File: src/rtl/clock_phase_gen_pkg.sv
// Shared types and defaults for the clock phase generator.
// FSM encoding plus a width helper used to size the phase and hold counters.
package clock_phase_gen_pkg;

   typedef enum logic [1:0] {
      HOLD    = 2'd0,
      RUN     = 2'd1,
      STOPPED = 2'd2,
      STEP    = 2'd3
   } fsm_t;

   localparam int PROC_DIV_DEF   = 4;
   localparam int RESET_HOLD_DEF = 2;

   // Counter width for a modulo-n count; never narrower than one bit.
   function automatic int cnt_w(input int n);
      return (n <= 2) ? 1 : $clog2(n);
   endfunction

endpackage

File: src/rtl/clock_phase_gen_phase_counter.sv
// Free-running modulo-MOD phase counter with a wrap strobe.
// Exposes the next count so callers can register decodes of it.
module phase_counter
   import clock_phase_gen_pkg::*;
#(
   parameter int MOD = PROC_DIV_DEF,
   parameter int W   = cnt_w(MOD)
) (
   input  logic         clock,
   input  logic         reset,
   output logic [W-1:0] cnt_next,
   output logic         wrap
);

   logic [W-1:0] cnt;

   assign wrap     = (cnt == W'(MOD - 1));
   assign cnt_next = wrap ? '0 : cnt + W'(1);

   always_ff @(posedge clock or posedge reset) begin
      if (reset) cnt <= '0;
      else       cnt <= cnt_next;
   end

endmodule

File: src/rtl/clock_phase_gen.sv
// Derives imem/dmem/processor/regfile clocks and a stretched core reset
// from the board clock, with debug stop and single-step gating.
module clock_phase_gen
   import clock_phase_gen_pkg::*;
#(
   parameter int PROC_DIV   = PROC_DIV_DEF,
   parameter int RESET_HOLD = RESET_HOLD_DEF,
   parameter int CNT_W      = 32
) (
   input  logic             clock,
   input  logic             reset,
   input  logic             stop_req,
   input  logic             step,
   output logic             imem_clock,
   output logic             dmem_clock,
   output logic             processor_clock,
   output logic             regfile_clock,
   output logic             core_reset,
   output logic             stopped,
   output logic [CNT_W-1:0] cycle_count
);

   localparam int PW = cnt_w(PROC_DIV);
   localparam int HW = cnt_w(RESET_HOLD);
   localparam logic [PW-1:0] HALF = PW'(PROC_DIV / 2);

   fsm_t          state;
   fsm_t          state_next;
   logic [HW-1:0] hold_cnt;
   logic          step_pending;
   logic [PW-1:0] cnt_next;
   logic          wrap;

   phase_counter #(
      .MOD (PROC_DIV),
      .W   (PW)
   ) u_phase (
      .clock    (clock),
      .reset    (reset),
      .cnt_next (cnt_next),
      .wrap     (wrap)
   );

   always_comb begin
      state_next = state;
      if (wrap) begin
         unique case (state)
            HOLD:
               if (hold_cnt == HW'(RESET_HOLD - 1)) state_next = RUN;
            RUN:
               if (stop_req) state_next = STOPPED;
            STOPPED:
               if (step_pending)  state_next = STEP;
               else if (!stop_req) state_next = RUN;
            STEP:
               state_next = stop_req ? STOPPED : RUN;
            default:
               state_next = HOLD;
         endcase
      end
   end

   // Outputs are decoded from the next state so gating lands on the wrap edge.
   always_ff @(posedge clock or posedge reset) begin
      if (reset) begin
         state           <= HOLD;
         hold_cnt        <= '0;
         step_pending    <= 1'b0;
         imem_clock      <= 1'b0;
         dmem_clock      <= 1'b1;
         processor_clock <= 1'b0;
         core_reset      <= 1'b1;
         stopped         <= 1'b0;
         cycle_count     <= '0;
      end else begin
         state           <= state_next;
         imem_clock      <= ~imem_clock;
         dmem_clock      <= imem_clock;
         processor_clock <= (state_next != STOPPED) && (cnt_next >= HALF);
         core_reset      <= (state_next == HOLD);
         stopped         <= (state_next == STOPPED);
         if (wrap && state == HOLD)
            hold_cnt <= hold_cnt + HW'(1);
         if (wrap && (state == RUN || state == STEP))
            cycle_count <= cycle_count + CNT_W'(1);
         if (state == STOPPED && state_next == STEP)
            step_pending <= 1'b0;
         else if (state == HOLD || state == RUN)
            step_pending <= 1'b0;
         else if (step)
            step_pending <= 1'b1;
      end
   end

   assign regfile_clock = processor_clock;

endmodule

File: config.mk
export PLATFORM = sky130hd
export DESIGN_NAME = clock_phase_gen
export DESIGN_NICKNAME = d
export VERILOG_FILES = /design/src/rtl/clock_phase_gen_pkg.sv /design/src/rtl/clock_phase_gen_phase_counter.sv /design/src/rtl/clock_phase_gen.sv
export SDC_FILE = /design/constraint.sdc
export NUM_CORES = 1
export LEC_CHECK = 0
export CORE_MARGIN = 2
export CORE_UTILIZATION = 40
export CTS_BUF_LIST = sky130_fd_sc_hd__clkbuf_8 sky130_fd_sc_hd__clkbuf_16
export CTS_CLUSTER_DIAMETER = 40
export CTS_CLUSTER_SIZE = 16
export DETAILED_ROUTE_END_ITERATION = 8
export PLACE_DENSITY = 0.77
export SETUP_SLACK_MARGIN = 0.1
export SYNTH_ARGS = -nofsm -noshare
export SYNTH_HDL_FRONTEND = slang
export SYNTH_SLANG_ARGS = --single-unit
File: constraint.sdc
create_clock -name clock -period 2.2 [get_ports clock]
set_clock_uncertainty 0.2 [all_clocks]
set_input_delay 0.55 -clock clock [delete_from_list [all_inputs] [get_ports clock]]
set_output_delay 0.55 -clock clock [all_outputs]
set_load 0.03 [all_outputs]
==> impl_metrics.json <==
{
  "die_y_um": 72.18,
  "arrival_ns": 1.30,
  "fin_ws_ns": 0.1505,
  "grt_overflow_total": 0,
  "ys_warn_count": 0,
  "drv_cap": 0,
  "ant_nets": 0,
  "ir_drop_uv": 689.3,
  "antenna_found_initial": 0,
  "fin_nets": 211,
  "crit_family": "buffers and inverters",
  "cp.buffers_inverters": 1,
  "cts_tree": "yes",
  "antenna_cells": 0,
  "cp_max_fo": 2,
  "cts_root_buf": "clkbuf_8",
  "initial_utilization": 0.4212,
  "rsz0062_at_grt": "no",
  "io_buffers": 41,
  "relSlewSlack": 0.6587,
  "hold_path_class": "reg2reg",
  "cts_sinks": 43,
  "synth-seq-cells": 43,
  "hpwl_um": 2530,
  "fin_hold_ws_ns": 0.1896,
  "yosys.area_share.simple": 0.2026,
  "synth_compound_area_frac": 0.02288,
  "dr.first_iter.drc_count": 84,
  "grt_util_met3": 0.04306,
  "synthArstFlopShare": 1.000,
  "end_kind": "output port",
  "final_common_cell": "dfrtp_1",
  "stdcell_count": 258,
  "dieArea_um2": 5209,
  "finalMaxSlewViolations": 0,
  "synth_area_um2": 1859,
  "setup_viol": 0,
  "cts_htree_levels": 2,
  "core-area_um2": 4414,
  "powerDensity_nw_per_um2": 760.6,
  "synth_nets": 160,
  "synth_edf_count": 0,
  "dp.cells": 248,
  "synthCells": 154,
  "vias_per_cell": 5.101,
  "vias": 1316,
  "area_growth_syn_to_layout_pct": 30.35,
  "final_cell_mix": "dfrtp_1 (41), dlygate4sd2_1 (32), xnor2_1 (27)",
  "io_pins": 42,
  "routed_wl_um": 3512,
  "clk_pin_slew_ns": 0.08,
  "drive_above_1_share": 0.1165,
  "clk_path_buf_depth": 2,
  "max_clock_freq_mhz": 487.9,
  "grt_pass1_wl_um": 6203,
  "yosysSeqAreaShare": 0.5801,
  "p_leak_nw": 1.263,
  "dieWidth_um": 72.18,
  "crit_slowest_cell": "clkdlybuf4s50_1",
  "clk_latency_ns": 0.30,
  "ys.flop_type": "dfrtp_1",
  "gr-usage-met2": 0.2681,
  "cts_buffers": 5,
  "status": "finished clean",
  "finalHoldViolCount": 0,
  "fin_crit_ns": 2.049,
  "wire_per_inst_um": 13.61,
  "grt_usage": 0.1551,
  "criticalPathCategory": "reg2out",
  "met1_usage": 0.1842,
  "grt_pass1_vias": 1360,
  "cp_data_required_time_ns": 1.45,
  "synthMuxAreaShare": 0.006057,
  "gp_congestion": 0.7556,
  "synth_xor_area_frac": 0.1507,
  "globalRoute.busiestLayer": "met2",
  "period_share": 0.9316,
  "dp_slack_ns": 0.1604,
  "power_w": 0.001843,
  "avgSynthCellArea_um2": 12.07,
  "dr.pass1.iters": 4,
  "synth_adder_area_share": 0.01346,
  "setup_tns_ns": 0,
  "slowest_delay_ns": 0.66,
  "grt_max_degree": 44,
  "synth_top_family_by_area": "simple AND/OR/NAND/NOR gates",
  "num_rows": 24,
  "post-route-drc-count": 0,
  "synth_cell_types": 30,
  "cp_cell_sequence": "clkdlybuf4s50_1",
  "worstMarginPinSlew_ns": 0.5081,
  "fillCellCount": 384,
  "start_kind": "flip-flop"
}
-- cells by family (layout without fill, tap and decap cells) --
family / Yosys count / in the layout
compound gates: 6 / 6
buf+inv: 9 / 61
xor+xnor: 32 / 32
flops: 43 / 43
mux: 1 / 1
fa+ha+maj: 2 / 2
simple gates: 61 / 61
-- final cells by class --
type	instances	area (µm²)	area share
sequential	43	1079	0.4450
multi-input combinational	102	735.7	0.3036
timing repair buffer	47	437.9	0.1807
clock buffer	5	68.82	0.02839
tap	52	65.06	0.02685
inverter	6	22.52	0.009293
clock inverter	3	15.01	0.006195
-- Yosys cell counts (2+ instances only) --
master,count,area [µm²]
and3_1,4,25.02
and4_1,2,17.52
buf_4,3,22.52
dfrtp_1,41,1026
dfstp_2,2,52.55
ha_1,2,25.02
inv_1,6,22.52
nand2_1,8,30.03
nand2b_1,2,12.51
nand3_1,14,70.07
nand4_1,12,75.07
nor2_1,8,30.03
nor3_1,2,10.01
o21ai_0,2,10.01
xnor2_1,27,236.5
xor2_1,5,43.79
-- per-layer routing --
metal	vias to the layer above	routed length, µm
met1	645	1532
met5	-	0
met3	6	173
met4	0	46
met2	32	1759
li1	633	-
-- worst paths after layout --
path                       slack [ns]  cells past startpoint                 startpoint                     endpoint
setup / recovery                 0.15                      1  processor_clock$_DFF_PP0_                regfile_clock
hold / removal                   0.19                      0       imem_clock$_DFF_PP0_         dmem_clock$_DFF_PP1_
setup reg to reg                 0.27                      6   u_phase.cnt[0]$_DFF_PP0_  cycle_count[17]$_DFFE_PP0P_
hold reg to reg                  0.19                      0       imem_clock$_DFF_PP0_         dmem_clock$_DFF_PP1_
max in group asynchronous        1.13                      3                      reset         core_reset$_DFF_PP1_
min in group asynchronous        0.39                      3                      reset  cycle_count[18]$_DFFE_PP0P_
-- state kept, by name, indices dropped and copies added (netlist names) --
name             count
state                2
hold_cnt             1
u_phase.cnt          2
cycle_count         32
core_reset           1
processor_clock      1
dmem_clock           1
step_pending         1
stopped              1
imem_clock           1
-- report_power, final --
part / total (W) / internal [W] / switching (W)
clock: 0.000494 / 0.000218 / 0.000276
sequential: 0.000950 / 0.000881 / 0.0000687
combinational: 0.000400 / 0.000159 / 0.000242
-- through the flow --
| stage | area (µm²) | utilization |
|---|---|---|
| 4_1_cts | 2399 | 0.5434 |
| 3_5_place_dp | 2355 | 0.5334 |
| 6_report | 2424 | 0.5490 |
| 3_3_place_gp | 2355 | 0.5334 |
| 2_1_floorplan | 1859 | - |
| 5_1_grt | 2424 | 0.5490 |
-- timing repair --
action,in CTS,in global routing
hold buffers,0,0
setup endpoints to repair,32,12
cloned,0,0
resized for setup,32,4
buffers inserted,0,2
Note: power is estimated with default switching activity, not from simulation.
